==> config.mk <==
export PLATFORM = sky130hd
export DESIGN_NAME = gpio_pwm_block
export DESIGN_NICKNAME = d
export VERILOG_FILES = /design/src/rtl/gpio_pwm_block.sv
export SDC_FILE = /design/constraint.sdc
export NUM_CORES = 1
export LEC_CHECK = 0
export ABC_AREA = 1
export CAP_MARGIN = 20
export CORE_MARGIN = 5
export CORE_UTILIZATION = 45
export DETAILED_ROUTE_END_ITERATION = 8
export PLACE_DENSITY = 0.73
export SYNTH_ARGS = -nofsm -noshare
export SYNTH_HDL_FRONTEND = slang
export SYNTH_SLANG_ARGS = --single-unit
==> constraint.sdc <==
create_clock -name iSysClk -period 7.2 [get_ports iSysClk]
set_clock_uncertainty 0.1 [all_clocks]
set_input_delay 1.08 -clock iSysClk [delete_from_list [all_inputs] [get_ports iSysClk]]
set_output_delay 1.08 -clock iSysClk [all_outputs]
set_load 0.05 [all_outputs]
==> src/rtl/gpio_pwm_block.sv <==
`default_nettype none
// ============================================================================
// Module   : gpio_pwm_block
// Purpose  : Bus-mapped GPIO with per-channel PWM, edge interrupts and a
//            2-flop input synchroniser. Read data is OR-combinable on the bus.
// Revision : 1.0 - initial release
// ============================================================================
module gpio_pwm_block #(
  parameter int pBlockAdrsMap = 8,
  parameter int pAdrsMap      = 'h01,
  parameter int pBusAdrsBit   = 32,
  parameter int pGpioWidth    = 8,
  parameter int pPwmBit       = 8
) (
  input  logic                   iSysClk,
  input  logic                   iSysRst,
  input  logic [pGpioWidth-1:0]  iGpio,
  output logic [pGpioWidth-1:0]  oGpio,
  output logic [pGpioWidth-1:0]  oGpioOe,
  output logic                   oIrq,
  output logic [31:0]            oSUsiRd,
  output logic                   oSUsiVd,
  input  logic [31:0]            iSUsiWd,
  input  logic [pBusAdrsBit-1:0] iSUsiAdrs,
  input  logic                   iSUsiWCke
);

  localparam logic [7:0] OFS_OUT  = 8'h00;
  localparam logic [7:0] OFS_DIR  = 8'h04;
  localparam logic [7:0] OFS_IN   = 8'h08;
  localparam logic [7:0] OFS_PEN  = 8'h0C;
  localparam logic [7:0] OFS_DIV  = 8'h10;
  localparam logic [7:0] OFS_REN  = 8'h14;
  localparam logic [7:0] OFS_FEN  = 8'h18;
  localparam logic [7:0] OFS_IRQ  = 8'h1C;

  // Bus decode
  logic                  sel, wr, rd_req;
  logic [7:0]            ofs;
  logic                  duty_win;
  logic [5:0]            duty_idx;
  logic [pGpioWidth-1:0] duty_sel;
  logic [pGpioWidth-1:0] wd_g;
  logic [pPwmBit-1:0]    wd_duty;

  // Programmer-visible state
  logic [pGpioWidth-1:0] gpio_out, gpio_dir, pwm_en, rise_en, fall_en, irq_stat;
  logic [15:0]           pwm_div;
  logic [pPwmBit-1:0]    duty   [pGpioWidth];
  logic [pPwmBit-1:0]    shadow [pGpioWidth];

  // Input path and timebase
  logic [pGpioWidth-1:0] sync1, sync2, prev, irq_set, irq_clr, pwm;
  logic [15:0]           presc;
  logic [pPwmBit-1:0]    cnt;
  logic                  div_wr, tick, wrap;
  logic [31:0]           rd_next;
  logic                  unused_bits;

  assign sel      = (iSUsiAdrs[pBusAdrsBit-1 -: pBlockAdrsMap] == pBlockAdrsMap'(pAdrsMap));
  assign ofs      = iSUsiAdrs[7:0];
  assign wr       = sel & iSUsiWCke;
  assign rd_req   = sel & ~iSUsiWCke;
  assign wd_g     = iSUsiWd[pGpioWidth-1:0];
  assign wd_duty  = iSUsiWd[pPwmBit-1:0];
  assign duty_win = (ofs[7:6] != 2'b00) && (ofs[1:0] == 2'b00);
  assign duty_idx = ofs[7:2] - 6'd16;

  // Only the block-select field, the offset byte and the mapped data bits matter
  assign unused_bits = &{1'b0, iSUsiAdrs, iSUsiWd};

  // Edge detection on the synchronised pins; a same-cycle set beats a clear
  assign irq_set = (sync2 & ~prev & rise_en) | (~sync2 & prev & fall_en);
  assign irq_clr = (wr && ofs == OFS_IRQ) ? wd_g : '0;

  // A PWM_DIV write restarts the prescaler and swallows that cycle's tick
  assign div_wr = wr && (ofs == OFS_DIV);
  assign tick   = ~div_wr && (presc == pwm_div);
  assign wrap   = tick && (cnt == '1);

  for (genvar i = 0; i < pGpioWidth; i++) begin : g_chan
    assign duty_sel[i] = duty_win && (duty_idx == 6'(i));
    assign pwm[i]      = (cnt < shadow[i]);
  end

  // Control registers written from the bus
  always_ff @(posedge iSysClk) begin
    if (iSysRst) begin
      gpio_out <= '0;
      gpio_dir <= '0;
      pwm_en   <= '0;
      pwm_div  <= '0;
      rise_en  <= '0;
      fall_en  <= '0;
    end else if (wr) begin
      case (ofs)
        OFS_OUT: gpio_out <= wd_g;
        OFS_DIR: gpio_dir <= wd_g;
        OFS_PEN: pwm_en   <= wd_g;
        OFS_DIV: pwm_div  <= iSUsiWd[15:0];
        OFS_REN: rise_en  <= wd_g;
        OFS_FEN: fall_en  <= wd_g;
        default: ;
      endcase
    end
  end

  // Duty registers and their shadows, which only reload as the counter wraps
  always_ff @(posedge iSysClk) begin
    for (int i = 0; i < pGpioWidth; i++) begin
      if (iSysRst) begin
        duty[i]   <= '0;
        shadow[i] <= '0;
      end else begin
        if (wr && duty_sel[i]) duty[i] <= wd_duty;
        if (wrap)              shadow[i] <= duty[i];
      end
    end
  end

  // Pin synchroniser, previous-value flop and sticky interrupt status
  always_ff @(posedge iSysClk) begin
    if (iSysRst) begin
      sync1    <= '0;
      sync2    <= '0;
      prev     <= '0;
      irq_stat <= '0;
    end else begin
      sync1    <= iGpio;
      sync2    <= sync1;
      prev     <= sync2;
      irq_stat <= (irq_stat & ~irq_clr) | irq_set;
    end
  end

  // Prescaler and PWM period counter
  always_ff @(posedge iSysClk) begin
    if (iSysRst) begin
      presc <= '0;
      cnt   <= '0;
    end else begin
      if (div_wr || tick) presc <= '0;
      else                presc <= presc + 16'd1;
      if (tick)           cnt   <= cnt + 1'b1;
    end
  end

  // Read multiplexer; unmapped offsets return zero
  always_comb begin
    rd_next = '0;
    case (ofs)
      OFS_OUT: rd_next = 32'(gpio_out);
      OFS_DIR: rd_next = 32'(gpio_dir);
      OFS_IN:  rd_next = 32'(sync2);
      OFS_PEN: rd_next = 32'(pwm_en);
      OFS_DIV: rd_next = 32'(pwm_div);
      OFS_REN: rd_next = 32'(rise_en);
      OFS_FEN: rd_next = 32'(fall_en);
      OFS_IRQ: rd_next = 32'(irq_stat);
      default: begin
        for (int i = 0; i < pGpioWidth; i++) begin
          if (duty_sel[i]) rd_next = 32'(duty[i]);
        end
      end
    endcase
  end

  // Registered pin, interrupt and bus outputs
  always_ff @(posedge iSysClk) begin
    if (iSysRst) begin
      oGpio   <= '0;
      oGpioOe <= '0;
      oIrq    <= 1'b0;
      oSUsiRd <= '0;
      oSUsiVd <= 1'b0;
    end else begin
      oGpio   <= (pwm_en & pwm) | (~pwm_en & gpio_out);
      oGpioOe <= gpio_dir;
      oIrq    <= |irq_stat;
      oSUsiRd <= rd_req ? rd_next : 32'd0;
      oSUsiVd <= rd_req;
    end
  end

endmodule
`default_nettype wire

==> impl_metrics.csv <==
group,metric,value,unit
logic_synthesis,yosysWarnings,0,
cts,cts_buffers,29,
floorplan,die_w,178,microns
cts,htree_levels,1,
route,viasPerCell,5.08,
power,p_leak,6.18,nW
sta,slew_headroom,0.248,
global_route,grt_overflow_total,0,
critical_path,crit_required,7.48,ns
sta,rsz0062_at_grt,"false",
sta,finalSetupViolations,0,
cts,clock_path_buffers,3,
sta,hold_viol,0,
cells_and_area,num-fill-cells,2462,
power,ir_drop,154,uV
global_route,grt_max_degree,80,
floorplan,start_util,0.457,
placed_design,dpl.hpwl,22.4,mm
floorplan,dieHeight,178,microns
global_route,grt_pass1_wl,49.2,mm
cts,cts_hold_buffers,0,
cells_and_area,fin_cells,1934,
placed_design,port_buffers,76,
route,wl_met3,2.26,mm
cts,cts_setup_buffers,0,
route,antenna_violating_nets_post_route,0,
critical_path,endpoint_kind,"flip-flop",
cells_and_area,nets,1666,
route,num_vias,9823,
logic_synthesis,synthTopCellsByArea,"edfxtp_1 30%, dfxtp_1 23%, inv_1 7.1%, nand2_1 6.2%, nor2_1 6.1%",
route,dr.pass1.iters,5,
cts,cts_sinks,274,
critical_path,crit_arrival,5.27,ns
global_route,grt_pass1_vias,9515,
cells_and_area,drive_above_1_share,0.0964,
logic_synthesis,ys.flop_type,"dfxtp_1",
cells_and_area,diodes,0,
global_route,gr-usage-all-layers,0.197,
logic_synthesis,synth_top_area_frac,0.302,
sta,max_freq,0.201,GHz
logic_synthesis,ys_seq_area_frac,0.532,
floorplan,pin_count,125,
critical_path,path_class,"in -> reg",
floorplan,die-area,31700,sq um
floorplan,coreArea,27900,sq um
floorplan,num_rows,61,
route,remaining_drc_errors,0,
power,power_density,225,nW/um^2
logic_synthesis,synth_async_sr_flop_share,0,
cts,insertion_delay,0.55,ns
run,cap_violations,0,
cts,cts_resized,0,
logic_synthesis,syn_area_per_cell,8.75,sq um
logic_synthesis,synthDistinctLibCells,40,
logic_synthesis,netlist_area,12700,sq um
cells_and_area,area_growth,15.9,%
cts,clk_root_buffer_cell,"clkbuf_16",
cts,path_clk_slew,0.06,ns
placed_design,gp_congestion,0.855,
sta,tns,0,ns
sta,slew_violations,0,
logic_synthesis,synth_edf_count,128,
placed_design,placed_cells,1874,
logic_synthesis,yosysTopAreaCell,"edfxtp_1",
cts,cts_tree,"done",
critical_path,crit_fanout,44,
status,run_status,"finished, final reports clean",
route,wl_met2,14.7,mm
global_route,antenna_found_initial,1,
critical_path,startpoint_type,"primary input",
logic_synthesis,synthCells,1454,
route,routed_wl,30.9,mm
sta,worst_pin_slew,1.12,ns
sta,timing.final.crit_period,4.98,ns
route,drt-initial-drc-count,957,
route,post_drt_wl_per_cell,16.0,microns
route,top_layer,"met5",
route,wl_met1,12.9,mm
logic_synthesis,ys_seq_elements,274,
sta,fin_crit_sh,0.692,
critical_path,rrSetupSlack,3.97,ns
worst_hold_path,hold_class,"reg -> reg",
## critical path, stage by stage
cell and delay [ns]:
clkdlybuf4s50_1 0.45, nor2_1 0.04, and2_1 0.16, nand3_1 0.41, inv_1 0.44, nand2_2 0.59
nand3_4 0.23, nor2_4 0.14, nand4_2 0.12, nor2_4 0.16, nand4_4 0.68, buf_4 0.54
nor2_1 0.14
## metrics by stage
| stage | hold slack [ns] | util | worst slack (ns) | instance area [sq um] | power (mW) |
|---|---|---|---|---|---|
| global placement | 0.289 | 0.494 | 1.86 | 13800 | 1.89 |
| CTS | 0.304 | 0.528 | 2.27 | 14700 | 3.34 |
| finish | 0.304 | 0.529 | 2.22 | 14700 | 3.32 |
| global route | 0.334 | 0.529 | 1.97 | 14700 | 3.43 |
| detailed placement | 0.296 | 0.494 | 1.75 | 13800 | 1.89 |
| floorplan | 0.288 | - | 1.91 | 12800 | 1.83 |
## routing by layer
| layer | track usage | vias up |
|---|---|---|
| met4 | 0.0696 | 2 |
| met3 | 0.0314 | 77 |
| met2 | 0.334 | 343 |
| li1 | - | 4878 |
| met5 | 0 | - |
| met1 | 0.255 | 4523 |
## kinds of logic (layout without fill, tap and decap cells)
family / count (synthesis) / in the layout / synth area share
compound gates: 215 / 215 / 0.0993
xor+xnor: 5 / 5 / 0.00344
fa+ha+maj: 58 / 58 / 0.0570
buf+inv: 311 / 398 / 0.100
flops: 274 / 274 / 0.532
other cells: 1 / 16 / 0.000295
simple gates: 590 / 590 / 0.208
## final cells by class
type                            count  area (sq um)  area share
Clock inverter                     14           109     0.00738
Clock buffer                       40           831      0.0563
Tap cell                          378           473      0.0321
Inverter                          253           950      0.0644
Timing Repair Buffer               91           866      0.0587
Multi-Input combinational cell    884          4750       0.322
Sequential cell                   274          6770       0.459
## cells in the final DEF, fill, tap and decap left out, types with 9 or more instances in the layout
master	count
o21ai_0	62
nand3_1	33
inv_2	10
ha_1	58
clkinv_2	9
buf_4	9
nand4_1	26
nor4_1	9
conb_1	16
clkbuf_16	30
nor3_1	28
nor2_1	206
inv_1	242
a21oi_1	80
clkdlybuf4s50_1	75
o2111ai_1	12
a211oi_1	24
nand2_1	210
edfxtp_1	128
nor2_2	62
dfxtp_1	146
## power by group
part	internal (mW)	switching (mW)	leakage [nW]
clock	0.845	0.612	0.474
combinational	0.0530	0.118	3.31
sequential	1.67	0.0221	2.39
## registers in the layout, summed over array words and instances (netlist names), 8 cells and up
register / count
cnt: 8
duty: 64
fall_en: 8
gpio_dir: 8
gpio_out: 8
irq_stat: 8
oGpio: 8
oGpioOe: 8
oSUsiRd: 16
presc: 16
prev: 8
pwm_div: 16
pwm_en: 8
rise_en: 8
shadow: 64
sync1: 8
sync2: 8
## synth_stat cells, types with 2 or more instances
library cell,instances
o21bai_1,2
clkbuf_1,34
o211ai_1,8
o2111ai_1,12
nand3_1,33
edfxtp_1,128
a211oi_1,24
nor3b_1,4
nor2_2,62
ha_1,58
buf_2,2
nor4_1,9
buf_6,6
nor2_1,206
nand2_1,210
nand2_2,3
dfxtp_1,146
o21ai_0,62
xor2_1,4
a21oi_1,80
a221oi_1,5
nor2_4,3
nor3_1,28
inv_2,10
buf_4,16
a31oi_1,8
a21boi_0,8
inv_1,242
o22ai_1,5
nand4_1,26
## path summary, 6_finish.rpt
path,from,end,cells past startpoint
max,iSUsiAdrs[31],shadow[1][0]$_SDFFCE_PN0P_,13
min,sync1[1]$_SDFF_PP0_,sync2[1]$_SDFF_PP0_,2
max reg2reg,presc[0]$_SDFF_PP0_,shadow[1][0]$_SDFFCE_PN0P_,13
min reg2reg,sync1[1]$_SDFF_PP0_,sync2[1]$_SDFF_PP0_,2
(Power assumes the default switching activity.)
